`src/rtl/gift_pkg.sv`:
```
// GIFT cipher primitives shared by the round datapath and the iterative core:
// S-box, bit-permutation index, round counts, round-constant LFSR and FSM encoding.
package gift_pkg;

  typedef enum logic [1:0] {
    IDLE = 2'd0,
    RUN  = 2'd1,
    DONE = 2'd2
  } fsm_t;

  // Nibble n counted from the MSB end holds S(n).
  localparam logic [63:0] SBOX_TAB = 64'h1A4C6F392DB7508E;

  function automatic logic [3:0] sbox_f(input logic [3:0] x);
    logic [63:0] tab;
    tab    = SBOX_TAB;
    sbox_f = tab[60 - 4*int'(x) +: 4];
  endfunction

  // Destination bit of source bit i in the GIFT bit permutation of a width-bit block.
  function automatic int perm_idx_f(input int width, input int i);
    perm_idx_f = 4*(i/16) + (width/4)*((3*((i%16)/4) + i%4) % 4) + i%4;
  endfunction

  function automatic int rounds_f(input int width);
    rounds_f = (width == 64) ? 28 : 40;
  endfunction

  function automatic logic [5:0] lfsr_next_f(input logic [5:0] c);
    lfsr_next_f = {c[4:0], c[5] ^ c[4] ^ 1'b1};
  endfunction

endpackage

```
`src/rtl/gift_round.sv`:
```
// One combinational GIFT round: SubCells, PermBits, AddRoundKey, AddRoundConstant,
// plus the key-schedule and round-constant updates feeding the next round.
module gift_round
  import gift_pkg::*;
#(
  parameter int BLOCK_W = 128
) (
  input  logic [BLOCK_W-1:0] state_i,
  input  logic [127:0]       key_i,
  input  logic [5:0]         lfsr_i,
  output logic [BLOCK_W-1:0] state_o,
  output logic [127:0]       key_o,
  output logic [5:0]         lfsr_o
);

  logic [BLOCK_W-1:0] sub_s;
  logic [BLOCK_W-1:0] perm_s;
  logic [BLOCK_W-1:0] mix_s;

  for (genvar n = 0; n < BLOCK_W/4; n++) begin : g_sbox
    assign sub_s[4*n +: 4] = sbox_f(state_i[4*n +: 4]);
  end

  for (genvar i = 0; i < BLOCK_W; i++) begin : g_perm
    assign perm_s[perm_idx_f(BLOCK_W, i)] = sub_s[i];
  end

  // The constant for this round is the freshly stepped LFSR value.
  assign lfsr_o = lfsr_next_f(lfsr_i);

  always_comb begin
    mix_s = perm_s;
    for (int i = 0; i < BLOCK_W/4; i++) begin
      if (BLOCK_W == 64) begin
        mix_s[4*i+1] = mix_s[4*i+1] ^ key_i[16+i];
        mix_s[4*i]   = mix_s[4*i]   ^ key_i[i];
      end else begin
        mix_s[4*i+2] = mix_s[4*i+2] ^ key_i[64+i];
        mix_s[4*i+1] = mix_s[4*i+1] ^ key_i[i];
      end
    end
    for (int j = 0; j < 6; j++) begin
      mix_s[4*j+3] = mix_s[4*j+3] ^ lfsr_o[j];
    end
    mix_s[BLOCK_W-1] = ~mix_s[BLOCK_W-1];
  end

  assign state_o = mix_s;

  // k7..k0 <- (k1 >>> 2) | (k0 >>> 12) | k7..k2
  assign key_o = {key_i[17:16], key_i[31:18], key_i[11:0], key_i[15:12], key_i[127:32]};

endmodule

```
`src/rtl/gift_iter_core.sv`:
```
// Iterative GIFT-64/128 encryptor applying UNROLL rounds per clock behind valid/ready handshakes.
// Defining GIFT_ROUND_TRACE_EN adds per-step trace ports (trace_valid, trace_state, trace_round).
module gift_iter_core
  import gift_pkg::*;
#(
  parameter int BLOCK_W = 128,
  parameter int UNROLL  = 1
) (
  input  logic               clk,
  input  logic               rst,
  input  logic               in_valid,
  output logic               in_ready,
  input  logic [BLOCK_W-1:0] plain,
  input  logic [127:0]       key,
  output logic               out_valid,
  input  logic               out_ready,
  output logic [BLOCK_W-1:0] cipher,
  output logic               busy
`ifdef GIFT_ROUND_TRACE_EN
  ,
  output logic               trace_valid,
  output logic [BLOCK_W-1:0] trace_state,
  output logic [5:0]         trace_round
`endif
);

  localparam int ROUNDS = rounds_f(BLOCK_W);
  localparam int STEPS  = ROUNDS / UNROLL;
  localparam int CNT_W  = $clog2(STEPS);
  localparam logic [CNT_W-1:0] CNT_LAST = CNT_W'(STEPS - 1);

  if (BLOCK_W != 64 && BLOCK_W != 128) begin : g_bad_block_w
    $error("gift_iter_core: BLOCK_W must be 64 or 128");
  end
  if (UNROLL != 1 && UNROLL != 2 && UNROLL != 4) begin : g_bad_unroll
    $error("gift_iter_core: UNROLL must be 1, 2 or 4");
  end

  fsm_t               fsm_q, fsm_d;
  logic [BLOCK_W-1:0] state_q, state_d;
  logic [127:0]       key_q, key_d;
  logic [5:0]         lfsr_q, lfsr_d;
  logic [CNT_W-1:0]   cnt_q, cnt_d;
  logic [BLOCK_W-1:0] cipher_q, cipher_d;

  logic [BLOCK_W-1:0] chain_state [UNROLL+1];
  logic [127:0]       chain_key   [UNROLL+1];
  logic [5:0]         chain_lfsr  [UNROLL+1];

  assign chain_state[0] = state_q;
  assign chain_key[0]   = key_q;
  assign chain_lfsr[0]  = lfsr_q;

  for (genvar u = 0; u < UNROLL; u++) begin : g_round
    gift_round #(.BLOCK_W(BLOCK_W)) u_round (
      .state_i (chain_state[u]),
      .key_i   (chain_key[u]),
      .lfsr_i  (chain_lfsr[u]),
      .state_o (chain_state[u+1]),
      .key_o   (chain_key[u+1]),
      .lfsr_o  (chain_lfsr[u+1])
    );
  end

  always_comb begin
    fsm_d    = fsm_q;
    state_d  = state_q;
    key_d    = key_q;
    lfsr_d   = lfsr_q;
    cnt_d    = cnt_q;
    cipher_d = cipher_q;
    unique case (fsm_q)
      IDLE: begin
        if (in_valid) begin
          state_d = plain;
          key_d   = key;
          lfsr_d  = '0;
          cnt_d   = '0;
          fsm_d   = RUN;
        end
      end
      RUN: begin
        state_d = chain_state[UNROLL];
        key_d   = chain_key[UNROLL];
        lfsr_d  = chain_lfsr[UNROLL];
        // Hold the counter on the final step so it never wraps within a job.
        if (cnt_q == CNT_LAST) begin
          cipher_d = chain_state[UNROLL];
          fsm_d    = DONE;
        end else begin
          cnt_d = cnt_q + 1'b1;
        end
      end
      DONE: begin
        if (out_ready) begin
          fsm_d = IDLE;
        end
      end
      default: fsm_d = IDLE;
    endcase
  end

  always_ff @(posedge clk or posedge rst) begin
    if (rst) begin
      fsm_q    <= IDLE;
      state_q  <= '0;
      key_q    <= '0;
      lfsr_q   <= 6'h00;
      cnt_q    <= '0;
      cipher_q <= '0;
    end else begin
      fsm_q    <= fsm_d;
      state_q  <= state_d;
      key_q    <= key_d;
      lfsr_q   <= lfsr_d;
      cnt_q    <= cnt_d;
      cipher_q <= cipher_d;
    end
  end

  assign in_ready  = (fsm_q == IDLE);
  assign out_valid = (fsm_q == DONE);
  assign busy      = (fsm_q == RUN);
  assign cipher    = cipher_q;

`ifdef GIFT_ROUND_TRACE_EN
  logic               trace_valid_q, trace_valid_d;
  logic [BLOCK_W-1:0] trace_state_q, trace_state_d;
  logic [5:0]         trace_round_q, trace_round_d;

  always_comb begin
    trace_valid_d = (fsm_q == RUN);
    trace_state_d = trace_state_q;
    trace_round_d = trace_round_q;
    if (fsm_q == RUN) begin
      trace_state_d = chain_state[UNROLL];
      trace_round_d = 6'((int'(cnt_q) + 1) * UNROLL);
    end
  end

  always_ff @(posedge clk or posedge rst) begin
    if (rst) begin
      trace_valid_q <= 1'b0;
      trace_state_q <= '0;
      trace_round_q <= '0;
    end else begin
      trace_valid_q <= trace_valid_d;
      trace_state_q <= trace_state_d;
      trace_round_q <= trace_round_d;
    end
  end

  assign trace_valid = trace_valid_q;
  assign trace_state = trace_state_q;
  assign trace_round = trace_round_q;
`endif

endmodule

```
`config.mk`:
```
export PLATFORM = sky130hd
export DESIGN_NAME = gift_iter_core
export DESIGN_NICKNAME = d
export VERILOG_FILES = /design/src/rtl/gift_pkg.sv /design/src/rtl/gift_round.sv /design/src/rtl/gift_iter_core.sv
export SDC_FILE = /design/constraint.sdc
export NUM_CORES = 1
export LEC_CHECK = 0
export ABC_AREA = 1
export CAP_MARGIN = 25
export CORE_MARGIN = 2
export CORE_UTILIZATION = 50
export DETAILED_ROUTE_END_ITERATION = 8
export GPL_TIMING_DRIVEN = 0
export PLACE_DENSITY = 0.76
export RECOVER_POWER = 50
export SKIP_LAST_GASP = 1
export SYNTH_ARGS = -nofsm -noshare
export SYNTH_HDL_FRONTEND = slang
export SYNTH_SLANG_ARGS = --single-unit
```
`constraint.sdc`:
```
create_clock -name clk -period 30 [get_ports clk]
set_clock_uncertainty 0.05 [all_clocks]
set_input_delay 6 -clock clk [delete_from_list [all_inputs] [get_ports clk]]
set_output_delay 6 -clock clk [all_outputs]
set_load 0.03 [all_outputs]
```
==> results of run 1 <==
## worst min path at each step
stage | endpoint | slack (ns) | from | cells after the start
floorplan | cnt_q[5] | 0.43 | cnt_q[5] | 2
global placement | cipher[26] | 0.41 | cipher[26] | 2
detailed placement | cipher[58] | 0.41 | cipher[58] | 2
CTS | cipher[79] | 0.43 | cipher[79] | 2
global route | cipher[48] | 0.44 | cipher[48] | 2
finish | cipher[16] | 0.43 | cipher[16] | 2
## worst max-delay path: stages
cell and delay, ns:
dlygate4sd3_1 0.55, clkinvlp_2 1.89, clkbuf_1 4.81
## power groups by stage
stage / Combinational, mW / Clock (mW) / Sequential, mW
5_1_grt: 2.20 / 0.585 / 1.09
2_1_floorplan: 1.11 / 0 / 1.08
3_5_place_dp: 1.96 / 0 / 1.06
3_3_place_gp: 1.92 / 0 / 1.06
6_report: 2.03 / 0.567 / 1.08
4_1_cts: 1.97 / 0.563 / 1.05
## layout make-up
class / instances / area [um^2] / share of cell area [%]
multi-input combinational: 2329 / 10700 / 37.1
sequential: 398 / 9960 / 34.6
timing repair buffer: 400 / 3990 / 13.9
clock buffer: 65 / 1320 / 4.59
inverter: 326 / 1220 / 4.25
tap: 600 / 751 / 2.61
buffer: 162 / 716 / 2.48
clock inverter: 17 / 159 / 0.552
## through the flow
stage          setup slack, ns  total power [mW]
2_1_floorplan            12.88              2.19
3_5_place_dp             21.80              3.02
3_3_place_gp              7.70              2.98
5_1_grt                  13.82              3.88
4_1_cts                  21.20              3.58
6_report                 15.34              3.68
## per-layer routing
metal  up-vias  part of all wire, %
met1     11282                   38
met2      1573                   41
met5         -                0.023
li1      11091                    -
met4         4                  7.1
met3       309                   13
## cells in the mapped netlist
| master | count |
|---|---|
| buf_1 | 1 |
| o221ai_1 | 1 |
| clkbuf_1 | 68 |
| o22ai_1 | 6 |
| inv_2 | 4 |
| nand3_2 | 1 |
| buf_6 | 3 |
| nand4_2 | 1 |
| nand2_4 | 2 |
| o21ai_0 | 303 |
| o21bai_1 | 11 |
| buf_2 | 65 |
| o21ai_1 | 29 |
| nand2_1 | 1203 |
| clkbuf_2 | 1 |
| inv_1 | 322 |
| nor2_2 | 2 |
| a22oi_1 | 58 |
| nor2_1 | 260 |
| a21oi_1 | 110 |
| nand2_2 | 1 |
| buf_4 | 24 |
| xor2_1 | 24 |
| o21a_1 | 15 |
| dfrtp_1 | 398 |
| nand3_1 | 198 |
| nand4_1 | 32 |
| o31ai_1 | 2 |
| ha_1 | 65 |
| nand3b_1 | 5 |
## cells by family (layout without fill, tap and decap cells)
| kind of cell | count (synthesis) | in the layout |
|---|---|---|
| AO/OA/AOI/OAI | 535 | 535 |
| XOR/XNOR | 24 | 24 |
| adder cells (fa/ha/maj) | 65 | 65 |
| buffers and inverters | 488 | 970 |
| flip-flops | 398 | 398 |
| AND/OR/NAND/NOR | 1705 | 1705 |
## layout by cell type, fill, tap and decap left out, drive strengths merged
cell	count
ha	65
nand3	199
inv	326
o21ai	332
buf	66
o22ai	6
nand4	33
dlygate4sd3	3
clkdlybuf4s50	387
o21bai	11
nor2	262
o21a	15
clkinv	9
nand2	1206
a21oi	110
clkinvlp	6
dfrtp	398
xor2	24
bufinv	2
a22oi	58
nand3b	5
clkbuf	171
o221ai	1
o31ai	2
## state kept, by name (all words and copies together) (netlist names)
signal / flops
cipher: 128
key_q: 128
state_q: 128
cnt_q: 6
lfsr_q: 6
fsm_q: 2
==> flow_summary.ini, run 1 <==
[grt]
grtUsageMet1_pct = 56.9
grt_use_met2_pct = 60.8
grt_pass1_vias = 22469
gr-usage-all-layers_pct = 42.3
grt-ovfl-total = 0
top_usage_layer = met2
antenna_found_initial = 2
grt_max_degree = 128
grt_pass1_wl_um = 144000
use_met3_pct = 11.2

[cts]
clk_pin_slew_ns = 0.06
worstSkewPairLatency_ns = 0.60
hold_buffers = 0
cts_buffers = 45
cts.sinks = 398
post_cts_buffers = 0
root_buffer = clkbuf_16
cts_tree = yes
h-tree-depth = 2
cts_resized = 0
clk_path_buf_depth = 3

[synth]
synth_top_family_by_area = simple AND/OR/NAND/NOR gates
syn_nets = 3540
ys_top_cells_by_area = dfrtp_1 (44%), nand2_1 (20%), o21ai_0 (6.7%)
synth_adder_area_share_pct = 3.58
netlist-cell-type-count = 30
synth-simple-area-share_pct = 29.9
syn_area_um2 = 22700
synth_compound_area_share_pct = 12.8
synth-xor-area-share_pct = 0.926
syn_area_per_cell_um2 = 7.06
synthMuxAreaShare_pct = 0
synth_top_area_share_pct = 43.9
ys_seq_elements = 398
yosys.area.top_type = dfrtp_1
ys_warn_count = 0
syn-instance-count = 3215
yosysSeqAreaShare_pct = 43.9

[placed_design]
dpl.hpwl_um = 79400
dp_cells = 4214
post_dp_cell_area_um2 = 27500
io_buffers = 390
routabilityCongestion = 1.04

[cells_and_area]
drive_above_1_share_pct = 3.90
fin_area_um2 = 28800
fill_cells = 4257
instances_no_fill = 4297
final_nets = 3987
final_util_pct = 63.9
diodes = 0
syn_to_final_growth_pct = 26.9

[timing]
setup-violations-final = 0
hold_viol_final = 0
min_period_over_period_pct = 48.9
worst_pin_slew_ns = 6.88
relSlewSlack_pct = -359
timing.hold.ws_ns = 0.427
max_freq_mhz = 68.2
rsz0062_at_grt = false
finalMaxSlewViolations = 284
min_period_ns = 14.66
finalSetupTns_ns = 0

[die]
core_um2 = 45100
initial_utilization_pct = 50.3
fp-row-count = 78
die_h_um = 217
die-width_um = 217
dieArea_um2 = 47100
io_pins = 391

[worst_setup_path]
critPathKind = input port to asynchronous set/reset pin
cp-startpoint = rst
rr_startpoint = cnt_q[0]
worstPathArrival_ns = 13.60
worst-path-max-fanout = 127
endpoint = key_q[41]
worst-r2r-setup-slack_ns = 26.61
startpoint_type = input port
r2r-end = cipher[21]
end_kind = asynchronous set/reset pin
reg2reg_depth = 9
required_ns = 28.94

[outcome]
outcome = finished, violations left
violations = max-capacitance violations, max-slew violations

[drt]
routedWlPerCell_um = 23.3
num_vias = 24259
drt.antenna.violating_nets = 0
drt_iter0_markers = 3434
via_per_inst = 5.65
routed_wl_um = 100000
drc = 0
dr.pass1.iters = 9

[pwr]
p_int_mw = 1.77
power_frac_seq_pct = 29.3
max-vdd-ir-drop_v = 0.0000458
p_leak_nw = 14.8
powerDensity_nw_per_um2 = 128
comb_power_share_pct = 55.3
p_switching_mw = 1.90
p_clk_share_pct = 15.4
swShare_pct = 51.8

[flow_run]
maxCapViolations = 3

[worst_hold_path]
holdCritPathClass = register to register
Power figures use the tool's default switching activity.
==> run 2: changes to the inputs <==
--- a/config.mk
+++ b/config.mk
@@ -8,10 +8,10 @@
 export ABC_AREA = 1
 export CAP_MARGIN = 25
 export CORE_MARGIN = 2
-export CORE_UTILIZATION = 50
+export CORE_UTILIZATION = 49
 export DETAILED_ROUTE_END_ITERATION = 8
 export GPL_TIMING_DRIVEN = 0
-export PLACE_DENSITY = 0.76
+export PLACE_DENSITY = 0.78
 export RECOVER_POWER = 50
 export SKIP_LAST_GASP = 1
 export SYNTH_ARGS = -nofsm -noshare
==> constraint.sdc (replaced) <==
create_clock -name clk -period 12.52 [get_ports clk]
set_clock_uncertainty 0.05 [all_clocks]
set_input_delay 2.504 -clock clk [delete_from_list [all_inputs] [get_ports clk]]
set_output_delay 2.504 -clock clk [all_outputs]
set_load 0.03 [all_outputs]
==> run 2 against run 1 <==
  * The flow still finishes with violations (max-capacitance violations, max-slew violations)
  * Final area up 0.63%
  * Register-to-register slack lost 18 ns
  * Worst hold slack about the same
  * Clock-buffer cell count unchanged
  * Combinational power increased by 140%
  * Sequential power increased by 140%
  * Sequential share of layout area is 0.21 points lower
  * Highest routed layer unchanged
==> flow_summary.ini, run 2 (same netlist as run 1, synthesis figures left out) <==
[grt]
grt_pass1_wl_um = 144000
grt_use_met2_pct = 61.8
grtUsageMet1_pct = 57.2
top_usage_layer = met2
grt_max_degree = 44
use_met3_pct = 10.7
antenna_found_initial = 5
grt-ovfl-total = 0
grt_pass1_vias = 22241
gr-usage-all-layers_pct = 42.1

[worst_setup_path]
critPathKind = input port to asynchronous set/reset pin
rr_startpoint = cnt_q[0]
end_kind = asynchronous set/reset pin
cp_slowest_cell = clkbuf_1
worstPathArrival_ns = 7.12
cpLargestDelayFamily = buffers and inverters
worst-path-max-fanout = 37
required_ns = 12.68
critPathMaxStageDelay_ns = 1.78
path_cells = dlygate4sd3_1 > clkinvlp_2 > clkbuf_1 > clkbuf_1
startpoint_type = input port
cp_common_cell = clkbuf_1
cp_num_buf_inv = 4
cp-startpoint = rst

[timing]
timing.hold.ws_ns = 0.426
worst_pin_slew_ns = 2.36
min_period_over_period_pct = 55.6
hold_viol_final = 0
relSlewSlack_pct = -57.4
finalMaxSlewViolations = 227
setup-violations-final = 0
rsz0062_at_grt = false
min_period_ns = 6.96
max_freq_mhz = 144
finalSetupTns_ns = 0

[pwr]
max-vdd-ir-drop_v = 0.000135
p_leak_nw = 14.9
powerDensity_nw_per_um2 = 307

[die]
fp-row-count = 78
io_pins = 391
die-width_um = 219
initial_utilization_pct = 49.8
die_h_um = 219
dieArea_um2 = 48100
core_um2 = 45600

[cts]
cts_buffers = 46
clk_path_buf_depth = 3
post_cts_buffers = 0
cts.sinks = 398
hold_buffers = 0
worstSkewPairLatency_ns = 0.60
cts_tree = yes
root_buffer = clkbuf_16
cts_resized = 0
clk_pin_slew_ns = 0.06
h-tree-depth = 2

[outcome]
violations = max-capacitance violations, max-slew violations
outcome = finished, violations left

[cells_and_area]
final_nets = 3995
layout_common_cells = nand2_1 (1205), dfrtp_1 (398), clkdlybuf4s50_1 (388)
final_common_cell = nand2_1
syn_to_final_growth_pct = 27.7
drive_above_1_share_pct = 4.18
fill_cells = 4124

[placed_design]
routabilityCongestion = 1.02
io_buffers = 390
dpl.hpwl_um = 81100

[drt]
via_per_inst = 5.68
drt.antenna.violating_nets = 0
num_vias = 24481
drc = 0
routed_wl_um = 102000
dr.pass1.iters = 6
routedWlPerCell_um = 23.6
drt_iter0_markers = 3353

[worst_hold_path]
hold_start = cipher[39]
holdCritPathClass = register to register

[flow_run]
maxCapViolations = 6
run 2: final timing paths:
path | endpoint | slack (ns) | depth (start not counted)
max | cnt_q[5] | 5.56 | 4
max reg2reg | cipher[25] | 9.08 | 9
max in group clk | busy | 7.16 | 6
min reg2reg | cipher[39] | 0.43 | 2
min | cipher[39] | 0.43 | 2
min in group asynchronous | cipher[52] | 2.63 | 2
run 2: metal layers:
layer / vias up / part of all wire, %
met2: 1641 / 42
met3: 306 / 14
li1: 11102 / -
met1: 11426 / 38
met5: - / 0.040
met4: 6 / 6.6
run 2: final cells by class:
cell class | count | area, um^2 | share of cell area [%]
repair buffers | 407 | 4060 | 14.0
well taps | 600 | 751 | 2.59
clock buffers | 65 | 1390 | 4.78
plain buffers | 162 | 719 | 2.48
multi-input cells | 2329 | 10700 | 36.9
inverters | 326 | 1220 | 4.22
clock inverters | 18 | 203 | 0.699
diodes | 2 | 5.00 | 0.0173
flip-flops and latches | 398 | 9960 | 34.4
run 2: through the flow:
step | area (um^2) | power, mW | utilization, % | instances | setup WS, ns
after floorplan | 22700 | 5.25 | - | 3215 | 4.61
after global placement | 27400 | 7.16 | 60.0 | 4205 | 1.77
after detailed placement | 27600 | 7.26 | 60.6 | 4222 | 7.80
after CTS | 29200 | 8.70 | 64.1 | 4305 | 7.16
after global routing | 29000 | 9.38 | 63.6 | 4305 | 4.73
final | 29000 | 8.91 | 63.6 | 4307 | 5.56
run 2: worst register-to-register path, cell delays in order (launching register included):
cell and delay, ns:
dfrtp_1 0.45, ha_1 0.23, nand2_1 0.06, inv_1 0.11, nand3_1 0.13, nor2_1 0.15, clkbuf_1 0.68, clkbuf_1 0.81
nand3_1 0.44, o21a_1 0.22
run 2: report_power, final:
part	internal, mW	switching, mW	total [mW]
Sequential	1.92	0.676	2.60
Clock	0.853	0.583	1.44
Combinational	1.54	3.33	4.88
==> RTL edit (settings of run 2) <==
`BLOCK_W` is set to 128 in 2 places; all go to 64.
--- a/src/rtl/gift_round.sv
+++ b/src/rtl/gift_round.sv
@@ -3,7 +3,7 @@
 module gift_round
   import gift_pkg::*;
 #(
-  parameter int BLOCK_W = 128
+  parameter int BLOCK_W = 64
 ) (
   input  logic [BLOCK_W-1:0] state_i,
   input  logic [127:0]       key_i,
--- a/src/rtl/gift_iter_core.sv
+++ b/src/rtl/gift_iter_core.sv
@@ -3,7 +3,7 @@
 module gift_iter_core
   import gift_pkg::*;
 #(
-  parameter int BLOCK_W = 128,
+  parameter int BLOCK_W = 64,
   parameter int UNROLL  = 1
 ) (
   input  logic               clk,
Interface: changed (resized cipher and plain); port bits go from 391 to 263. The function was not compared with the original's and may differ.
==> RTL edit against run 2 <==
- the run still ends with capacitance limit, slew limit left
- synthesized cell count fell by 39%
- sequential cell count shrank 129
- critical path depth unchanged
- routed wire length down 47%
- hold slack better by 0.00064 ns
- total power down 40%
- worst setup slack better by 1.7 ns
- non-clock buffer count shrank 204
- core utilization is 0.23 points lower
- final area shrank 36%
- synthesized area shrank 36%
==> RTL edit: results (changes against run 2) <==
[yosys]
synth_fa_ha_area_share_pct = 2.83  ; -0.76 points
synth_common_cells = nand2_1, dfrtp_1, nor2_1
synth_compound_area_share_pct = 15.0  ; +2.2 points
syn_avg_cell_area_um2 = 7.47  ; +5.9%
mappedNetlistNets = 2183  ; -38%
synthTopCellsByArea = dfrtp_1, nand2_1, nor2_1
synth-seq-area-share_pct = 46.1  ; +2.2 points
synth_ff_type = dfrtp_1
synth_cell_types = 35  ; +17%
synthXorXnorAreaFrac_pct = 1.08  ; +0.15 points

[placement]
portBuffers = 262  ; -33%
gp_congestion = 0.956  ; -6.3%
place_inst = 2608  ; -38%
hpwl_um = 41500  ; -49%

[outcome]
failed_checks = capacitance limit, slew limit
status = complete, but fails checks

[timing]
final-max-slew-violation-count = 35  ; -85%
worst_pin_slew_ns = 1.74  ; -0.622 ns

[drt]
post_drt_via_cell_ratio = 5.59  ; -1.7%
num_vias = 14900  ; -39%
first_iter_violations = 1626  ; -52%
drt-total-wl_um = 53900  ; -47%

[global_route]
grt_pass1_vias = 14300  ; -36%
grt_pass1_wl_um = 81700  ; -43%
grt_start_max_net_pins = 127  ; +190%
grtUsageTotal_pct = 34.7  ; -7.4 points
antenna_found_initial = 0  ; -5

[final_layout]
num-fill-cells = 2642  ; -36%
largest_register = key_q
drive_gt1_share_pct = 5.23  ; +1.0 points
fin_nets = 2479  ; -38%
antenna_cells = 0  ; -2

[clocking]
cts_inserted_buffers = 30  ; -35%
insertion_delay_ns = 0.57  ; -0.03 ns
cts-htree-levels = 1  ; -1
cts_setup_buffers = 0  ; unchanged

[critical_path]
cp_slowest_cell = buf_1
crit_required_ns = 9.97  ; -2.71 ns
crit_path_max_fanout = 10  ; -73%
max_stage_delay_ns = 0.69  ; -1.09 ns

[flow_run]
drv_cap = 1  ; -5

[pwr]
ir_worst_vdd_uv = 135  ; +0.40%
p_leak_nw = 9.14  ; -39%
p_int_mw = 2.85  ; -34%

-- RTL edit: cell types whose count changed in the layout (fill, tap and decap cells not counted), sizes merged, moves of 42 or more --
cell | before | now
nand3 | 199 | 124
a22oi | 58 | 16
o21ai | 332 | 201
dfrtp | 398 | 269
nand2 | 1206 | 548
clkdlybuf4s50 | 388 | 259
clkbuf | 171 | 102
inv | 326 | 173
-- RTL edit: cells by family after synthesis --
kind of cell,Yosys count
and+or+nand+nor,962
AOI/OAI and AO/OA,399
buffers and inverters,273
DFF,269
adders and majority gates,33
xor gates and xnor gates,18
-- RTL edit: through the flow --
step | TNS, ns | util (%) | cell area, um^2 | hold WS (ns) | setup WS [ns]
detailed placement | 0 | 60.3 | 17800 | 0.414 | 7.79
floorplan | 0 | - | 14600 | 0.399 | 2.56
global route | 0 | 63.4 | 18700 | 0.437 | 7.23
CTS | 0 | 64.0 | 18900 | 0.431 | 7.22
finish | 0 | 63.4 | 18700 | 0.427 | 7.25
global placement | -235.40 | 60.1 | 17700 | 0.411 | -0.904
-- RTL edit: routing by layer --
metal	vias to the layer above	routed length (um)	track usage, %
met5	-	0	0
met4	0	2730	15.4
met3	147	5360	6.01
met2	901	24000	55.0
met1	6950	21800	46.9
li1	6889	-	-
-- RTL edit: worst paths after layout --
kind	endpoint	depth (start not counted)	start	slack, ns
setup reg to reg	cipher[59]	7	cnt_q[0]	9.48
min in group asynchronous	key_q[89]	2	rst	2.77
setup / recovery	in_ready	4	fsm_q[0]	7.25
max in group asynchronous	cipher[39]	4	rst	7.91
hold / removal	cipher[48]	2	cipher[48]	0.43
hold reg to reg	cipher[48]	2	cipher[48]	0.43
-- RTL edit: final cells by class --
cell class              count  area, um^2  area share, %
plain buffers             101         463           2.48
clock inverters            14         163          0.870
flip-flops and latches    269        6730           36.0
inverters                 172         649           3.48
clock buffers              42         917           4.91
multi-input cells        1412        6600           35.3
repair buffers            264        2680           14.3
well taps                 390         488           2.61
-- RTL edit: power by group through the flow --
stage	registers (mW)	clock network, mW	logic, mW
6_report	1.71	0.963	2.67
2_1_floorplan	1.71	0	1.65
3_5_place_dp	1.71	0	2.64
5_1_grt	1.75	1.00	2.98
3_3_place_gp	1.70	0	2.56
4_1_cts	1.69	0.959	2.66
-- RTL edit: worst min-delay path, delay by kind of cell, from the launching register on --
kind	cells	cell delay [ns]
DFF	1	0.34
and+or+nand+nor	2	0.10
